==> src/rtl/counter_mode_seq.sv <==
`default_nettype none
// ============================================================================
// Module      : counter_mode_seq
// Description : Programmable mode sequencer feeding the 2-bit mode input of
//               the counter block. A table of (mode, length) segments is
//               loaded, then a start pulse plays the segments out
//               cycle-accurately on mode_out.
// Revision    : 1.0 - initial release
// ----------------------------------------------------------------------------
// Parameters
//   DEPTH        : number of table entries (power of two, >= 2)
//   LEN_W        : width of each segment length in cycles
//   DEFAULT_MODE : mode_out value when not playing
// Ports
//   clk      in  : clock, all state updates on rising edge
//   rst      in  : synchronous active-low reset
//   wr_en    in  : table write strobe (accepted in IDLE / FIN only)
//   wr_addr  in  : entry index to write
//   wr_mode  in  : mode value for the entry
//   wr_len   in  : segment length, 0 marks end-of-program
//   start    in  : playback request (honoured in IDLE)
//   stop     in  : abort playback (honoured in RUN)
//   mode_out out : registered mode, drives the counter's mode input
//   seg_idx  out : index of the segment currently playing, 0 when idle
//   busy     out : high while playing
//   done     out : one-cycle pulse at the end of a completed pass
//   wr_err   out : one-cycle pulse when a write was rejected
// Configuration
//   COUNTER_MODE_SEQ_LOOP_EN : when defined, a completed pass restarts from
//   entry 0 with no gap; only stop or reset ends playback.
// ============================================================================
module counter_mode_seq #(
    parameter int         DEPTH        = 8,
    parameter int         LEN_W        = 8,
    parameter logic [1:0] DEFAULT_MODE = 2'd1
) (
    input  logic                     clk,
    input  logic                     rst,
    input  logic                     wr_en,
    input  logic [$clog2(DEPTH)-1:0] wr_addr,
    input  logic [1:0]               wr_mode,
    input  logic [LEN_W-1:0]         wr_len,
    input  logic                     start,
    input  logic                     stop,
    output logic [1:0]               mode_out,
    output logic [$clog2(DEPTH)-1:0] seg_idx,
    output logic                     busy,
    output logic                     done,
    output logic                     wr_err
);

    localparam int AW = $clog2(DEPTH);

`ifdef COUNTER_MODE_SEQ_LOOP_EN
    localparam bit c_loop_en = 1'b1;
`else
    localparam bit c_loop_en = 1'b0;
`endif

    localparam logic [1:0] c_idle = 2'd0;
    localparam logic [1:0] c_run  = 2'd1;
    localparam logic [1:0] c_fin  = 2'd2;

    logic [1:0]       r_state;
    logic [1:0]       r_mode_tbl [DEPTH];
    logic [LEN_W-1:0] r_len_tbl  [DEPTH];
    logic [1:0]       r_mode_out;
    logic [AW-1:0]    r_seg_idx;
    logic [LEN_W-1:0] r_remain;
    logic             r_busy;
    logic             r_done;
    logic             r_wr_err;

    logic [1:0]       w_state_nxt;
    logic [1:0]       w_mode_nxt;
    logic [AW-1:0]    w_idx_nxt;
    logic [LEN_W-1:0] w_remain_nxt;
    logic             w_busy_nxt;
    logic             w_done_nxt;

    logic [AW-1:0]    w_idx_inc;
    logic             w_seg_end;
    logic             w_pass_end;
    logic             w_start_ok;

    assign w_idx_inc  = r_seg_idx + AW'(1);
    // remain never reaches 0 in RUN; <= 1 keeps the decode safe regardless
    assign w_seg_end  = (r_remain <= LEN_W'(1));
    // End of pass: wrap past the last entry, or the next entry is a terminator
    assign w_pass_end = (r_seg_idx == AW'(DEPTH - 1)) || (r_len_tbl[w_idx_inc] == '0);
    assign w_start_ok = start && !stop;

    // Segment table. Reads below see the pre-write contents on a same-cycle
    // write + start, so entry 0 is taken from its old value.
    always_ff @(posedge clk) begin
        if (!rst) begin
            for (int i = 0; i < DEPTH; i++) begin
                r_mode_tbl[i] <= DEFAULT_MODE;
                r_len_tbl[i]  <= '0;
            end
        end else if (wr_en && (r_state != c_run)) begin
            r_mode_tbl[wr_addr] <= wr_mode;
            r_len_tbl[wr_addr]  <= wr_len;
        end
    end

    // State and output registers
    always_ff @(posedge clk) begin
        if (!rst) begin
            r_state    <= c_idle;
            r_mode_out <= DEFAULT_MODE;
            r_seg_idx  <= '0;
            r_remain   <= '0;
            r_busy     <= 1'b0;
            r_done     <= 1'b0;
            r_wr_err   <= 1'b0;
        end else begin
            r_state    <= w_state_nxt;
            r_mode_out <= w_mode_nxt;
            r_seg_idx  <= w_idx_nxt;
            r_remain   <= w_remain_nxt;
            r_busy     <= w_busy_nxt;
            r_done     <= w_done_nxt;
            r_wr_err   <= wr_en && (r_state == c_run);
        end
    end

    // Next-state logic
    always_comb begin
        w_state_nxt = r_state;
        case (r_state)
            c_idle: begin
                if (w_start_ok) begin
                    w_state_nxt = (r_len_tbl[0] == '0) ? c_fin : c_run;
                end
            end
            c_run: begin
                if (stop) begin
                    w_state_nxt = c_idle;
                end else if (w_seg_end && w_pass_end) begin
                    w_state_nxt = c_loop_en ? c_run : c_fin;
                end
            end
            c_fin:   w_state_nxt = c_idle;
            default: w_state_nxt = c_idle;
        endcase
    end

    // Next values of the registered outputs and segment counter
    always_comb begin
        w_mode_nxt   = r_mode_out;
        w_idx_nxt    = r_seg_idx;
        w_remain_nxt = r_remain;
        w_done_nxt   = 1'b0;
        w_busy_nxt   = (w_state_nxt == c_run);
        case (r_state)
            c_idle: begin
                if (w_start_ok) begin
                    if (r_len_tbl[0] == '0) begin
                        w_done_nxt = 1'b1;
                    end else begin
                        w_mode_nxt   = r_mode_tbl[0];
                        w_idx_nxt    = '0;
                        w_remain_nxt = r_len_tbl[0];
                    end
                end
            end
            c_run: begin
                if (stop) begin
                    w_mode_nxt   = DEFAULT_MODE;
                    w_idx_nxt    = '0;
                    w_remain_nxt = '0;
                end else if (!w_seg_end) begin
                    w_remain_nxt = r_remain - LEN_W'(1);
                end else if (w_pass_end) begin
                    w_done_nxt = 1'b1;
                    w_idx_nxt  = '0;
                    if (c_loop_en) begin
                        // entry 0 is non-empty: playback could not have started otherwise
                        w_mode_nxt   = r_mode_tbl[0];
                        w_remain_nxt = r_len_tbl[0];
                    end else begin
                        w_mode_nxt   = DEFAULT_MODE;
                        w_remain_nxt = '0;
                    end
                end else begin
                    w_mode_nxt   = r_mode_tbl[w_idx_inc];
                    w_idx_nxt    = w_idx_inc;
                    w_remain_nxt = r_len_tbl[w_idx_inc];
                end
            end
            default: ;
        endcase
    end

    assign mode_out = r_mode_out;
    assign seg_idx  = r_seg_idx;
    assign busy     = r_busy;
    assign done     = r_done;
    assign wr_err   = r_wr_err;

endmodule
`default_nettype wire

==> config.mk <==
export PLATFORM = sky130hd
export DESIGN_NAME = counter_mode_seq
export DESIGN_NICKNAME = d
export VERILOG_FILES = /design/src/rtl/counter_mode_seq.sv
export SDC_FILE = /design/constraint.sdc
export NUM_CORES = 1
export LEC_CHECK = 0
export ABC_CLOCK_PERIOD_IN_PS = 2700
export CAP_MARGIN = 20
export CORE_ASPECT_RATIO = 0.5
export CORE_MARGIN = 2
export CORE_UTILIZATION = 45
export CTS_BUF_LIST = sky130_fd_sc_hd__clkbuf_8
export DETAILED_ROUTE_END_ITERATION = 6
export PLACE_DENSITY_LB_ADDON = 0.08
export REMOVE_ABC_BUFFERS = 1
export SLEW_MARGIN = 20
export SYNTH_ARGS = -nofsm -noshare
export SYNTH_HDL_FRONTEND = slang
export SYNTH_SLANG_ARGS = --single-unit
==> constraint.sdc <==
create_clock -name clk -period 2.7 [get_ports clk]
set_clock_uncertainty 0.05 [all_clocks]
set_input_delay 0.675 -clock clk [delete_from_list [all_inputs] [get_ports clk]]
set_output_delay 0.675 -clock clk [all_outputs]
set_load 0.01 [all_outputs]
* Word level (Yosys, flattened, before mapping)
Memories as Yosys holds them, arrays and structs flattened.
Index checks and enable logic that the tools add are counted.
** Operators by class
- $lt $le $gt $ge :: 1
- Reduce and logical (&&, ||, !) cells :: 14
- Add/sub/neg operators :: 2
- Equality and inequality tests :: 7
- Mux-type cells :: 39
** Operator list (number)
- 2-to-1 mux 8 bit :: 6
- 2-to-1 mux 3 bit :: 7
- 2-to-1 mux 2 bit :: 10
- zero test 8 bit :: 2
- one-hot mux 8 bit (2 select lines) :: 1
- 2-to-1 mux 1 bit :: 11
- <= comparator 8 x 1 -> 1 bit, second input constant :: 1
- one-hot mux 2 bit (2 select lines) :: 2
- OR reduction 8 bit :: 1
- subtractor 8 x 1 -> 8 bit, second input constant :: 1
- one-hot mux 3 bit (2 select lines) :: 1
- == test 2 x 1 -> 1 bit, second input constant :: 2
- logical AND 1 bit :: 4
- inequality test 2 bit, second input constant :: 2
- AND reduction 4 bit :: 1
- adder 3 x 1 -> 3 bit, second input constant :: 1
- == test 3 bit, second input constant :: 1
- inequality test 3 bit, second input constant :: 1
- AND reduction 3 bit :: 1
- zero test 2 bit :: 1
- inequality test 2 x 1 -> 1 bit, second input constant :: 1
- one-hot mux 1 bit (2 select lines) :: 1
- nonzero test 2 bit :: 1
- OR reduction 2 bit :: 1
- 2 further kinds :: 2
** Storage, ports and cells
- Word-level logic and storage cells :: 72
- Register bits after elaboration :: 18
- Memories kept :: 2
- RAM bits :: 80
- Output and inout port bits :: 8
- Bits of input ports :: 18
** Memory list
- r_len_tbl :: words 8, bits a word 8, read ports 2, clocked after memory_dff 0, wr ports 8, line 66 : logic [LEN_W-1:0] r_len_tbl [DEPTH];
- r_mode_tbl :: words 8, bits a word 2, read ports 2, clocked after memory_dff 0, wr ports 8, line 65 : logic [1:0] r_mode_tbl [DEPTH];

* Longest topological paths before layout
An unclocked memory read counts as a cell.
- Word-level depth :: 9
- Mapped depth :: 8
- Mapped depth without buffers :: 7

* Worst setup path before layout
OpenSTA, ideal clock, no wires.
- Path type :: input-to-reg
- Start :: input port rst
- End :: memory r_len_tbl[2][0] (enable)
- Library setup time :: 391 ps
- Buffers on the path :: 2
- Data required time :: 2259 ps
- Arrival :: 2252 ps
- Cell stages on the path :: 5
- Setup slack :: 7 ps
- Cells stage by stage :: clkbuf_1 nand2_1 or3_1 clkbuf_1 o21ai_0
** RTL lines
- start, declared :: line 38 : input logic rst,
- end, declared :: line 66

* Final worst setup path
- Start :: register r_remain[2]
- End :: register r_remain[4]
** On the way
- Cells in the longest elaborated chain, start to end :: 4
- Elaborated cells on any way between the ends :: 5
- Classes of those cells :: add/sub: 1; order compare: 1; mux: 3
** Ends and longest elaborated chain
- start, declared :: line 69 : logic [LEN_W-1:0] r_remain;
- start signal, assigned :: line 121 : r_remain <= w_remain_nxt;
- subtractor 8 x 1 -> 8 bit / <= comparator 8 x 1 -> 1 bit (equally long branches) :: line 174, 88
- 2-to-1 mux 8 bit * :: line 173 : end else if (!w_seg_end) begin
- 2-to-1 mux 8 bit * :: line 169 : if (stop) begin
- one-hot mux 8 bit (2 select lines) * :: line 156 : case (r_state)
Every way passes the cells marked *; elsewhere a longest branch is shown, timed or not.
A chain may end at the register's enable or synchronous reset.

==> metrics.md <==
| Metric | Value |
|---|---|
| Status | `complete, no violations` |
| Worst setup SP type | `register` |
| Crit end category | `register` |
| Clock transition at path regs | `0.11 ns` |
| Worst slack, placed | `-0.0379 ns` |
| CP max stage cell | `or4_1` |
| CTS root buf | `clkbuf_8` |
| Design area | `5510 um^2` |
| Die width | `between 100 and 150 um` |
| Top FF cell, synth | `edfxtp_1` |
| Required time of the worst setup path | `2.97 ns` |
| Hold crit path type | `register to register` |
| CTS sink count | `just under 100` |
| Peak VDD IR | `0.241 mV` |
| Die area | `11400 um^2` |
| Post-CTS Setup Inserts | `0` |
| Residual DRC count | `0` |
| Std-Cell Rows | `26` |
| Share of layout cells above drive strength 1 | `0.183` |
| Async SR Flop Fraction | `0` |
| Family with the most delay on the worst path | `simple AND/OR/NAND/NOR gates` |
| Clock Path Buffers | `2` |
| DR vias | `3130` |
| Slowest stage delay, CP | `0.68 ns` |
| Crit path max fanout | `6` |
| Avg Synthesized Cell Area | `13.1 um^2` |
| Routed wire length | `between 10000 and 15000 um` |
| Vias in the first global route | `3041` |
| Initial antenna violation count | `0` |
| Critical Path AT | `about 2.9 ns` |
| Post-synthesis simple-gate area fraction | `0.181` |
| Post-synthesis sequential area ratio | `0.583` |
| Highest clock rate | `385 MHz` |
| RSZ-0062 raised after global routing | `false` |
| Hold_buf cts | `0` |
| Final Net Count | `about 430` |
| Core area | `10200 um^2` |
| Count of cell types in the netlist | `46` |
| Total power | `3.13 mW` |
| IO Port Bufs | `25` |
| Pwr per Cell Area | `569 nW/um^2` |
| Vias/cell | `5.69` |
| I/O Pins | `26` |
| Gr usage total | `0.219` |
| Setup-failing EPs final | `0` |
| Final hold violations | `0` |
| Mapped Cells | `between 300 and 400` |
| Detailed Routing Iterations Pass 1 | `4` |
| CTS tree | `built` |
| Non-Filler Instances | `550` |
| Final Wtd Congestion | `0.818` |
| Rel. slew slack | `0.523` |
| Post-synth EDFFs | `80` |
| Die Y-Extent | `76.6 um` |
| WL/cell | `21.4 um` |
| Main combinational cell family by area after synthesis | `simple AND/OR/NAND/NOR gates` |
| Post-Synth XOR/XNOR Area | `0.00370` |
| Post-synthesis adder-cell area fraction | `0.0106` |
| Area delta synth->final | `16.3%` |
| Post-cts sizing count | `0` |
| Worst path cell trace | `or4_1 -> or4_4 -> or3_1 -> nor2_1 -> o221a_2` |
| Critical path class | `register to register` |
| Ys Warns | `0` |
| Period minus WS final | `2.60 ns` |
| Setup ws final | `0.104 ns` |
| First-pass GRT wire length | `18100 um` |
| Tcrit/Tclk final | `0.961` |
| Antenna Cells | `0` |
| Critical path buffers and inverters | `0` |
| Clock latency on the worst-skew pair | `~0.37 ns` |
| H-tree depth | `3` |
| Number of routed nets with antenna violations | `0` |
| Largest net degree at the start of global routing | `26` |
| Drt first-iter violations | `301` |
| Leak | `1.93 nW` |
| DP Cell Count | `534` |
| Mapped Area | `4740 um^2` |
| # Max-Cap Violations | `0` |
| Remaining Overflow, GRT | `0` |
| Slew @ Worst Pin | `0.712 ns` |
| Final slew viol count | `0` |
| Yosys reg bits | `98` |
| CTS buffer count | `9` |
| Post-synthesis compound-gate area fraction | `0.0805` |
| Placed inst area | `5300 um^2` |
| Post-synthesis mux area share | `0.118` |
| Dpl hpwl | `8440 um` |
| Starting Density | `0.464` |
-- cell families (layout without fill, tap and decap cells) --
| group | count (synthesis) | count (layout) |
|---|---|---|
| adders and majority gates | 4 | 4 |
| xor gates and xnor gates | 2 | 2 |
| muxes | 31 | 31 |
| DFF | 98 | 98 |
| and+or+nand+nor | 148 | 148 |
| buffers and inverters | 28 | 77 |
| AOI/OAI and AO/OA | 50 | 50 |
-- worst paths after layout --
kind                                   from          end  slack (ns)  cells after the start
worst min-delay path             seg_idx[1]   seg_idx[1]        0.45                      2
worst max-delay path            r_remain[2]  r_remain[4]        0.10                      5
worst min register to register   seg_idx[1]   seg_idx[1]        0.45                      2
worst max register to register  r_remain[2]  r_remain[4]        0.10                      5
-- synth_stat cells, types with 2 or more instances --
library cell  count  area, um^2
o221ai_1          5        43.8
o21a_1            4        30.0
or3_1             9        56.3
o21ai_0          14        70.1
nand4_1           3        18.8
inv_1            11        41.3
nand3_1           4        20.0
a32o_1            3        30.0
clkbuf_1         12        45.0
mux4_2           20         450
nor4_1            4        25.0
a21o_1            4        30.0
o221a_2           4        45.0
mux2i_1          11         110
nand2b_1         10        62.6
buf_2             3        15.0
edfxtp_1         80        2400
nor2_1           16        60.1
dfxtp_1          18         360
or2_2             2        12.5
and2_1           72         450
nor3_1            9        45.0
buf_1             2        7.51
a21oi_1           5        25.0
or4_2             2        17.5
nand2_1          11        41.3
ha_1              4        50.1
-- registers in the layout, summed over array words and instances (netlist names) --
signal,flops
done,1
r_remain,8
r_state,2
wr_err,1
mode_out,2
r_len_tbl,64
busy,1
r_mode_tbl,16
seg_idx,3
-- power breakdown --
group	switching (mW)	internal, mW	total (mW)
Clock	0.570	0.458	1.03
Combinational	0.200	0.158	0.358
Sequential	0.0493	1.70	1.75
-- worst register-to-register path, stage by stage, from the launching register on --
cell     delay, ns
dfxtp_1       0.38
or4_1         0.68
or4_4         0.59
or3_1         0.44
nor2_1        0.20
o221a_2       0.21
-- layer usage --
metal,GRT usage,vias to the layer above,part of all wire
li1,-,1448,-
met1,0.349,1583,0.50
met2,0.299,92,0.43
met3,0.0581,7,0.060
met4,0.0390,0,0.0050
met5,0,-,0
-- placed cells by master (no fill, tap or decap), drive strengths merged, types with 5 or more instances in the layout --
cell / netlist / routed
edfxtp: 80 / 80
and2: 72 / 72
clkdlybuf4s50: 0 / 25
buf: 5 / 25
mux4: 20 / 20
dfxtp: 18 / 18
inv: 11 / 17
nor2: 16 / 16
o21ai: 15 / 15
nand2: 11 / 11
mux2i: 11 / 11
nand2b: 10 / 10
or3: 10 / 10
nor3: 9 / 9
clkbuf: 12 / 9
a21oi: 5 / 5
o221ai: 5 / 5
-- metrics by stage --
stage | setup TNS [ns] | hold slack, ns | util
6_report | 0 | 0.450 | 0.540
5_1_grt | 0 | 0.482 | 0.540
4_1_cts | 0 | 0.449 | 0.540
3_5_place_dp | -0.260 | 0.435 | 0.519
3_3_place_gp | 0 | 0.435 | 0.519
2_1_floorplan | -4.86 | 0.423 | -
-- area by class of cell --
type / count / area (um^2)
inverter: 11 / 41.3
multi-input combinational: 235 / 1870
timing repair buffer: 50 / 450
sequential: 98 / 2760
fill: 861 / 4700
clock buffer: 9 / 124
tap: 140 / 175
clock inverter: 7 / 90.1
Power figures use the tool's default switching activity.
